--- config.mk ---
export PLATFORM = sky130hd
export DESIGN_NAME = inspection_feeder
export DESIGN_NICKNAME = d
export VERILOG_FILES = /design/src/rtl/insp_pkg.sv /design/src/rtl/verdict_fifo.sv /design/src/rtl/inspection_feeder.sv
export SDC_FILE = /design/constraint.sdc
export NUM_CORES = 1
export LEC_CHECK = 0
export ABC_AREA = 1
export BUFFER_PORTS_ARGS = -buffer_cell sky130_fd_sc_hd__buf_2
export CAP_MARGIN = 30
export CORE_MARGIN = 10
export CORE_UTILIZATION = 64
export CTS_BUF_LIST = sky130_fd_sc_hd__clkbuf_8
export DETAILED_ROUTE_END_ITERATION = 10
export MAX_ROUTING_LAYER = met4
export PLACE_DENSITY = 0.87
export SYNTH_ARGS = -nofsm -noshare
export SYNTH_HDL_FRONTEND = slang
export SYNTH_HIERARCHICAL = 1
export SYNTH_SLANG_ARGS = --single-unit
--- constraint.sdc ---
create_clock -name clk -period 2.8 [get_ports clk]
set_input_delay 0.42 -clock clk [delete_from_list [all_inputs] [get_ports clk]]
set_output_delay 0.42 -clock clk [all_outputs]
set_load 0.02 [all_outputs]
--- src/rtl/insp_pkg.sv ---
// insp_pkg: shared types for the inspection feeder.
// Holds the E status codes and the feeder FSM state enum.
package insp_pkg;

  localparam logic [1:0] E_IDLE = 2'b00;
  localparam logic [1:0] E_INSP = 2'b01;
  localparam logic [1:0] E_PASS = 2'b10;
  localparam logic [1:0] E_FAIL = 2'b11;

  typedef enum logic [2:0] {
    S_IDLE,
    S_PRESENT,
    S_RESULT,
    S_WAIT_DONE,
    S_RELEASE,
    S_ERROR
  } feeder_state_t;

endpackage

--- src/rtl/verdict_fifo.sv ---
// verdict_fifo: 1-bit wide queue of expected verdicts.
// ready drops when full, even if a pop happens that cycle.
module verdict_fifo #(
  parameter int DEPTH = 4
) (
  input  logic clk,
  input  logic rst,
  input  logic push,
  input  logic din,
  input  logic pop,
  output logic ready,
  output logic empty,
  output logic head
);

  localparam int AW = $clog2(DEPTH);

  logic [DEPTH-1:0] mem;
  logic [AW-1:0]    wr_ptr;
  logic [AW-1:0]    rd_ptr;
  logic [AW:0]      count;
  logic             do_push;
  logic             do_pop;

  assign ready   = (count != (AW+1)'(DEPTH));
  assign empty   = (count == '0);
  assign head    = mem[rd_ptr];
  assign do_push = push && ready;
  assign do_pop  = pop && !empty;

  // pointer and occupancy bookkeeping
  always_ff @(posedge clk) begin
    if (!rst) begin
      wr_ptr <= '0;
      rd_ptr <= '0;
      count  <= '0;
    end else begin
      if (do_push) wr_ptr <= wr_ptr + 1'b1;
      if (do_pop)  rd_ptr <= rd_ptr + 1'b1;
      if (do_push && !do_pop)
        count <= count + 1'b1;
      else if (do_pop && !do_push)
        count <= count - 1'b1;
    end
  end

  // storage, no reset needed
  always_ff @(posedge clk) begin
    if (do_push) mem[wr_ptr] <= din;
  end

endmodule

--- src/rtl/inspection_feeder.sv ---
// inspection_feeder: queues expected verdicts and drives the inspector.
// Optional verdict check enabled by FEEDER_MISMATCH_CHK_EN.
import insp_pkg::*;

module inspection_feeder #(
  parameter int FIFO_DEPTH  = 4,
  parameter int CNT_W       = 8,
  parameter int TIMEOUT_CYC = 255
) (
  input  logic             clk,
  input  logic             rst,
  input  logic             load_valid,
  input  logic             load_bit,
  output logic             load_ready,
  input  logic [1:0]       E,
  output logic             P,
  output logic             RI,
  output logic             busy,
  output logic [CNT_W-1:0] pass_cnt,
  output logic [CNT_W-1:0] fail_cnt,
  output logic             mismatch,
  output logic             timeout_err,
  input  logic             clr_err
);

  localparam int WW = $clog2(TIMEOUT_CYC + 1);
  localparam logic [WW-1:0] TO_LAST = WW'(TIMEOUT_CYC - 1);
  localparam logic [CNT_W-1:0] CNT_MAX = '1;

  feeder_state_t state_q, state_d;
  logic [WW-1:0] wait_cnt;
  logic exp_q, exp_d;
  logic pop, empty, head;
  logic inc_pass, inc_fail, set_to;
  logic timed_out;

  verdict_fifo #(.DEPTH(FIFO_DEPTH)) u_fifo (
    .clk   (clk),
    .rst   (rst),
    .push  (load_valid),
    .din   (load_bit),
    .pop   (pop),
    .ready (load_ready),
    .empty (empty),
    .head  (head)
  );

  assign timed_out = (wait_cnt == TO_LAST);

  // next state and event strobes
  always_comb begin
    state_d  = state_q;
    exp_d    = exp_q;
    pop      = 1'b0;
    inc_pass = 1'b0;
    inc_fail = 1'b0;
    set_to   = 1'b0;
    unique case (state_q)
      S_IDLE: begin
        if (!empty && E == E_IDLE) begin
          state_d = S_PRESENT;
          pop     = 1'b1;
          exp_d   = head;
        end
      end
      S_PRESENT: begin
        if (E == E_INSP) begin
          state_d = S_RESULT;
        end else if (timed_out) begin
          state_d = S_ERROR;
          set_to  = 1'b1;
        end
      end
      S_RESULT: state_d = S_WAIT_DONE;
      S_WAIT_DONE: begin
        if (E == E_PASS) begin
          inc_pass = 1'b1;
          state_d  = S_RELEASE;
        end else if (E == E_FAIL) begin
          inc_fail = 1'b1;
          state_d  = S_RELEASE;
        end else if (timed_out) begin
          state_d = S_ERROR;
          set_to  = 1'b1;
        end
      end
      S_RELEASE: begin
        if (E == E_IDLE) begin
          state_d = S_IDLE;
        end else if (timed_out) begin
          state_d = S_ERROR;
          set_to  = 1'b1;
        end
      end
      S_ERROR: begin
        if (E == E_IDLE) state_d = S_IDLE;
      end
      default: state_d = S_IDLE;
    endcase
  end

  // state, wait timer and registered handshake outputs
  always_ff @(posedge clk) begin
    if (!rst) begin
      state_q  <= S_IDLE;
      exp_q    <= 1'b0;
      wait_cnt <= '0;
      P        <= 1'b0;
      RI       <= 1'b0;
      busy     <= 1'b0;
    end else begin
      state_q <= state_d;
      exp_q   <= exp_d;
      if (state_d != state_q)
        wait_cnt <= '0;
      else if (!timed_out)
        wait_cnt <= wait_cnt + 1'b1;
      P  <= (state_d == S_PRESENT) ||
            (state_d == S_RESULT)  ||
            (state_d == S_WAIT_DONE);
      RI <= exp_d && ((state_d == S_RESULT) ||
                      (state_d == S_WAIT_DONE));
      busy <= (state_d != S_IDLE);
    end
  end

  // saturating counters and timeout flag, clear wins
  always_ff @(posedge clk) begin
    if (!rst || clr_err) begin
      pass_cnt    <= '0;
      fail_cnt    <= '0;
      timeout_err <= 1'b0;
    end else begin
      if (inc_pass && pass_cnt != CNT_MAX)
        pass_cnt <= pass_cnt + 1'b1;
      if (inc_fail && fail_cnt != CNT_MAX)
        fail_cnt <= fail_cnt + 1'b1;
      if (set_to)
        timeout_err <= 1'b1;
    end
  end

`ifdef FEEDER_MISMATCH_CHK_EN
  // sticky flag when the inspector disagrees with the queued verdict
  always_ff @(posedge clk) begin
    if (!rst || clr_err)
      mismatch <= 1'b0;
    else if ((inc_pass || inc_fail) && (inc_pass != exp_q))
      mismatch <= 1'b1;
  end
`else
  assign mismatch = 1'b0;
`endif

endmodule
* Word-level counts from Yosys, hierarchy flattened *
Index checks and enable logic that the tools add are counted.

cells by class
  add/sub/neg operators = 7
  magnitude comparators = 3
  equal/unequal tests = 16
  mux-type cells = 30
  bitwise operators = 1
  reduce and logical (&&, ||, !) cells = 23

operator list
  operator                                                                       count
  3-bit 2-to-1 mux                                                               9
  8-bit by 1-bit adder with 8-bit output (second input constant)                 3
  3-bit one-hot mux with 6 select lines                                          1
  1-bit 2-to-1 mux                                                               16
  8-bit != test (second input constant)                                          2
  3-bit by 2-bit equality test with 1-bit output (second input constant)         4
  1-bit logical AND                                                              9
  8-bit equality test (second input constant)                                    1
  3-bit by 1-bit equality test with 1-bit output (second input constant)         2
  3-bit equality test (second input constant)                                    2
  3-bit logical NOT                                                              2
  2-bit by 3-bit less-than comparator with 1-bit output (second input constant)  2
  2-bit by 1-bit adder with 2-bit output (second input constant)                 2
  4-bit bitwise mux                                                              1
  2-bit equality test (second input constant)                                    2
  1-bit logical NOT                                                              4
  1-bit logical OR                                                               4
  3-bit by 1-bit adder with 3-bit output (second input constant)                 1
  3-bit != test                                                                  1
  3-bit != test (second input constant)                                          1
  1-bit one-hot mux with 3 select lines                                          1
  3-bit nonzero test                                                             1
  3-bit by 1-bit subtractor with 3-bit output (second input constant)            1
  1-bit binary-select mux with 2-bit select                                      1
  7 further kinds                                                                7

storage, ports and cells
  flip-flop bits (word level) = 43
  input port bits = 7
  output and inout bits = 22
  word-level logic and storage cells = 93

* Longest topological paths before layout *
  word-level depth = 9
  gate-level depth with buffers = 16
  mapped depth without buffers = 16

* Cells and area by module *
Netlist, hierarchy kept.

modules (own cells, without submodules)
  module             times used  cells an instance  area each (µm²)  sequential area each (µm²)
  inspection_feeder  1           241                1727.9           640.6
  verdict_fifo       1           75                 608.1            260.2

* Worst setup path after synthesis *
No wires, ideal clock.

  kind = register to register
  start point = register u_fifo.count[0]
  end point = register u_fifo.count[1]
  setup time = 0.116 ns
  arrival = 1.828 ns
  required time = 2.684 ns
  path slack = 0.856 ns
  cell stages (with the launch flop) = 13
  path buffers = 0
  period minus slack after synthesis = 1.944 ns
  path through = dfxtp_1 -> nor2_2 -> nand2_2 -> inv_1 -> inv_1 -> nand2_1 -> nor2_2 -> nand2_2 -> ha_1 -> inv_1 -> fa_1 -> o21ai_0 -> nor2_1

on the way
  cells in the longest elaborated chain, start to end = 9
  elaborated cells on any way between the ends = 17
  classes of those cells = add/sub (2); eq/ne (1); mux (4); reduce/logical (10)

RTL lines
  element                                                 line                     text
  start: declaration                                      verdict_fifo.sv:21       logic [AW:0] count;
  start signal: assignment                                verdict_fifo.sv:41       count <= count + 1'b1;
  start signal: assignment                                verdict_fifo.sv:43       count <= count - 1'b1;
  3-bit logical NOT (*)                                   verdict_fifo.sv:26       assign empty = (count == '0);
  net empty                                               inspection_feeder.sv:33  logic pop, empty, head;
  1-bit logical NOT (*)                                   inspection_feeder.sv:60  if (!empty && E == E_IDLE) begin
  1-bit logical AND (*)                                   inspection_feeder.sv:60
  1-bit 2-to-1 mux (*)                                    inspection_feeder.sv:60
  1-bit 2-to-1 mux (*)                                    inspection_feeder.sv:58  unique case (state_q)
  net pop                                                 inspection_feeder.sv:33
  1-bit logical AND (*)                                   verdict_fifo.sv:29       assign do_pop = pop && !empty;
  1-bit logical NOT                                       verdict_fifo.sv:40       if (do_push && !do_pop)
  1-bit logical AND                                       verdict_fifo.sv:40
  3-bit 2-to-1 mux or 2-bit nonzero test (tied branches)  --

Mark *: on every way through the listed nets, which the timed path passes. The rest lies on a longest branch. The select of a mux whose other input is x is not followed.
A chain may end at the register's enable or synchronous reset.

* Worst setup path after layout *
Same ends and word-level chain as after synthesis.

==> metrics.txt <==
# TYPE chip_impl_metric gauge
chip_impl_info{name="outcome",value="finished clean"} 1
chip_impl_metric{name="number_of_antenna_violations_at_the_first_check_in_global_routing",unit=""} 0
chip_impl_metric{name="synth_area_per_cell",unit="um^2"} 7.39
chip_impl_metric{name="wl",unit="um"} 4900
chip_impl_metric{name="routed_via_density",unit=""} 5.08
chip_impl_metric{name="yosys.cell_types.count",unit=""} 33
chip_impl_metric{name="total_routed_wire_length_on_the_met1_layer",unit="um"} 2160
chip_impl_metric{name="timing.setup.tns",unit="ns"} 0
chip_impl_metric{name="multi_input_area",unit="um^2"} 1240
chip_impl_metric{name="dr_total_vias",unit=""} 2016
chip_impl_metric{name="boundary_pin_count",unit=""} 29
chip_impl_metric{name="worst_setup_hold_path_clk_slew",unit="ns"} 0.08
chip_impl_metric{name="cts_htree_levels",unit=""} 2
chip_impl_metric{name="grt_first_pass_wirelength",unit="um"} 8420
chip_impl_info{name="layout_common_cells",value="sky130_fd_sc_hd__nand2_1 (56), sky130_fd_sc_hd__inv_1 (43), sky130_fd_sc_hd__nor2_1 (40), sky130_fd_sc_hd__dfxtp_1 (39), sky130_fd_sc_hd__buf_2 (27)"} 1
chip_impl_metric{name="synth_sequential_area_ratio",unit="%"} 38.6
chip_impl_metric{name="number_of_instances_resized_during_post_cts_repair",unit=""} 0
chip_impl_info{name="timing.critical_path.to_type",value="flop"} 1
chip_impl_metric{name="min_period",unit="ns"} 2.10
chip_impl_metric{name="ir_drop",unit="V"} 0.000606
chip_impl_info{name="topRoutingLayerUsed",value="met4"} 1
chip_impl_metric{name="fin_area",unit="um^2"} 2630
chip_impl_metric{name="final_setup_fails",unit=""} 0
chip_impl_metric{name="seq_area",unit="um^2"} 901
chip_impl_metric{name="finalHoldViolCount",unit=""} 0
chip_impl_metric{name="power_density",unit="nW/um^2"} 603
chip_impl_metric{name="drv_slew",unit=""} 0
chip_impl_metric{name="timing.critical_path.required",unit="ns"} 3.00
chip_impl_metric{name="initial_utilization",unit="%"} 67.9
chip_impl_metric{name="tritoncts_num_sinks",unit=""} 43
chip_impl_metric{name="wl_per_cell",unit="um"} 12.3
chip_impl_metric{name="static-leakage-power",unit="uW"} 0.00119
chip_impl_metric{name="place.detailed.hpwl",unit="um"} 3660
chip_impl_info{name="hp_class",value="primary input to flop"} 1
chip_impl_metric{name="grt_pass1_vias",unit=""} 1929
chip_impl_metric{name="post_dp_cell_area",unit="um^2"} 2530
chip_impl_metric{name="fp.dieW",unit="um"} 80.4
chip_impl_info{name="cts_tree",value="done"} 1
chip_impl_metric{name="place.port_buffers",unit=""} 27
chip_impl_metric{name="n_fill_cell",unit=""} 263
chip_impl_metric{name="core",unit="um^2"} 3440
chip_impl_metric{name="detail_route.iter0.violations",unit=""} 187
chip_impl_metric{name="drc_errors",unit=""} 0
chip_impl_metric{name="route.met2.wl",unit="um"} 2430
chip_impl_metric{name="netlist_instances",unit=""} 316
chip_impl_metric{name="mappedNetlistNets",unit=""} 333
chip_impl_info{name="path_class",value="flop to flop"} 1
chip_impl_metric{name="cts_hold_repair_buffers",unit=""} 0
chip_impl_metric{name="area_growth_syn_to_layout",unit="%"} 12.5
chip_impl_metric{name="ys_seq_elements",unit=""} 43
chip_impl_metric{name="num-nets-final",unit=""} 367
chip_impl_info{name="ctsRootBufferMaster",value="sky130_fd_sc_hd__clkbuf_8"} 1
chip_impl_metric{name="cts_inserted_buffers",unit=""} 5
chip_impl_metric{name="rows",unit=""} 21
chip_impl_metric{name="postCtsSetupRepairBufs",unit=""} 0
chip_impl_metric{name="globalRoute.totalOverflow",unit=""} 0
chip_impl_metric{name="antenna_violating_nets_post_route",unit=""} 0
chip_impl_metric{name="final_min_period_over_clock_period",unit="%"} 75.2
chip_impl_metric{name="clk_latency",unit="ns"} 0.30
chip_impl_info{name="layout.cells.most_common",value="sky130_fd_sc_hd__nand2_1"} 1
chip_impl_metric{name="met3RoutedLength",unit="um"} 222
chip_impl_metric{name="place.gp.congestion",unit=""} 0.912
chip_impl_metric{name="post_route_clock_skew",unit="ns"} 0.00639
chip_impl_metric{name="drive_above_1_share",unit="%"} 22.5
chip_impl_metric{name="globalRouteTotalUtil",unit="%"} 16.8
chip_impl_info{name="grt_setup_unrepaired",value="false"} 1
chip_impl_metric{name="final_core_utilization",unit="%"} 76.4
chip_impl_metric{name="insertedDiodeCount",unit=""} 0
chip_impl_metric{name="drt_pre_antenna_iters",unit=""} 4
chip_impl_metric{name="achievable-frequency",unit="GHz"} 0.475
chip_impl_metric{name="ctsLongestPathBuffers",unit=""} 2
chip_impl_metric{name="max_cap_violations",unit=""} 0
chip_impl_metric{name="floorplan.die_area",unit="um^2"} 6470
chip_impl_metric{name="die_h",unit="um"} 80.4
chip_impl_info{name="setup.worst_path.start_class",value="flop"} 1
chip_impl_metric{name="crit_fanout",unit=""} 6
chip_impl_metric{name="cp_data_arrival_time",unit="ns"} 2.30
chip_impl_metric{name="synth.yosys.warnings",unit=""} 6
chip_impl_metric{name="grt_max_degree",unit=""} 13
chip_impl_metric{name="mappedNetlistArea",unit="um^2"} 2340
==> synth_stat cells <==
cell                       number  area [um^2]
sky130_fd_sc_hd__nand3b_1       1         7.51
sky130_fd_sc_hd__nor3_2         2         20.0
sky130_fd_sc_hd__inv_4          1         6.26
sky130_fd_sc_hd__o22ai_1        1         6.26
sky130_fd_sc_hd__nor2_2        15         93.8
sky130_fd_sc_hd__nand3_1       18         90.1
sky130_fd_sc_hd__nand4_1        4         25.0
sky130_fd_sc_hd__clkinv_2       1         5.00
sky130_fd_sc_hd__inv_2          3         11.3
sky130_fd_sc_hd__a21oi_2        1         8.76
sky130_fd_sc_hd__inv_1         42          158
sky130_fd_sc_hd__xor2_1         8         70.1
sky130_fd_sc_hd__fa_1           1         20.0
sky130_fd_sc_hd__buf_4          1         7.51
sky130_fd_sc_hd__nand3_2        2         20.0
sky130_fd_sc_hd__conb_1         1         3.75
sky130_fd_sc_hd__nor3_1         5         25.0
sky130_fd_sc_hd__o211ai_1       1         7.51
sky130_fd_sc_hd__a21oi_1       20          100
sky130_fd_sc_hd__a31oi_1        1         6.26
sky130_fd_sc_hd__clkinv_1       1         3.75
sky130_fd_sc_hd__xnor2_1        6         52.6
sky130_fd_sc_hd__ha_1           9          113
sky130_fd_sc_hd__o21ai_0       12         60.1
sky130_fd_sc_hd__nand2_2       14         87.6
sky130_fd_sc_hd__o21ai_1        1         5.00
sky130_fd_sc_hd__nand2_4        2         22.5
sky130_fd_sc_hd__dfxtp_1       39          781
sky130_fd_sc_hd__nand2_1       56          210
sky130_fd_sc_hd__nor3_4         1         16.3
sky130_fd_sc_hd__nor2_1        40          150
sky130_fd_sc_hd__edfxtp_1       4          120
sky130_fd_sc_hd__nor2_4         2         22.5
==> state kept, by name, summed over array words and instances, names as in the netlist <==
| register | flops |
|---|---|
| exp_q | 1 |
| state_q | 3 |
| busy | 1 |
| u_fifo/rd_ptr | 2 |
| u_fifo/count | 3 |
| pass_cnt | 8 |
| RI | 1 |
| fail_cnt | 8 |
| u_fifo/wr_ptr | 2 |
| timeout_err | 1 |
| P | 1 |
| u_fifo/mem | 4 |
| wait_cnt | 8 |
==> path summary, 6_finish.rpt <==
| check | start | to | slack [ns] | cells past startpoint |
|---|---|---|---|---|
| min reg2reg | timeout_err$_SDFFE_PP0P_ | timeout_err$_SDFFE_PP0P_ | 0.48 | 2 |
| max reg2reg | u_fifo/count[0]$_SDFFE_PN0P_ | u_fifo/count[1]$_SDFFE_PN0P_ | 0.70 | 12 |
| max | u_fifo/count[0]$_SDFFE_PN0P_ | u_fifo/count[1]$_SDFFE_PN0P_ | 0.70 | 12 |
| min | load_bit | u_fifo/mem[3]$_DFFE_PP_ | 0.34 | 1 |
==> critical path, cell delays in order, from the launching register on <==
cell and delay, ns:
sky130_fd_sc_hd__dfxtp_1 0.42, sky130_fd_sc_hd__nor2_2 0.08, sky130_fd_sc_hd__nand2_2 0.10, sky130_fd_sc_hd__inv_1 0.04, sky130_fd_sc_hd__inv_1 0.04, sky130_fd_sc_hd__nand2_1 0.05, sky130_fd_sc_hd__nor2_2 0.26, sky130_fd_sc_hd__nand2_2 0.12
sky130_fd_sc_hd__ha_1 0.21, sky130_fd_sc_hd__inv_1 0.08, sky130_fd_sc_hd__fa_1 0.40, sky130_fd_sc_hd__o21ai_0 0.16, sky130_fd_sc_hd__nor2_1 0.05
==> layout make-up <==
cell class / count / share of cell area, %
inverter: 48 / 7.00
clock buffer: 7 / 3.66
clock inverter: 1 / 0.143
timing repair buffer: 28 / 5.43
sequential: 43 / 34.3
multi-input combinational: 224 / 47.3
tap: 46 / 2.19
==> where the power goes <==
part / switching [uW] / internal [uW] / total (uW)
combinational: 265 / 148 / 413
sequential: 58.2 / 682 / 740
clock: 209 / 222 / 431
==> layer usage <==
| metal | global-route usage [%] | up-vias |
|---|---|---|
| met5 | - | - |
| met4 | 6.87 | 0 |
| met3 | 4.79 | 8 |
| met2 | 27.1 | 43 |
| met1 | 19.0 | 906 |
| li1 | - | 1059 |
==> kinds of logic after synthesis <==
| family | after synthesis | share of synthesized area, % |
|---|---|---|
| AOI/OAI and AO/OA | 37 | 8.30 |
| other | 1 | 0.161 |
| DFF | 43 | 38.6 |
| xor gates and xnor gates | 14 | 5.25 |
| and+or+nand+nor | 162 | 33.9 |
| buffers and inverters | 49 | 8.19 |
| adders and majority gates | 10 | 5.68 |
==> stage by stage <==
step	std cells	setup WS (ns)	total power [uW]	hold slack [ns]
6_report	397	0.696	1580	0.336
5_1_grt	397	0.448	1690	0.325
3_3_place_gp	389	0.647	1140	0.457
4_1_cts	397	0.675	1600	0.327
3_5_place_dp	389	0.603	1170	0.464
2_1_floorplan	316	0.856	1070	0.460
No activity file was read; power rests on OpenSTA's default activity.
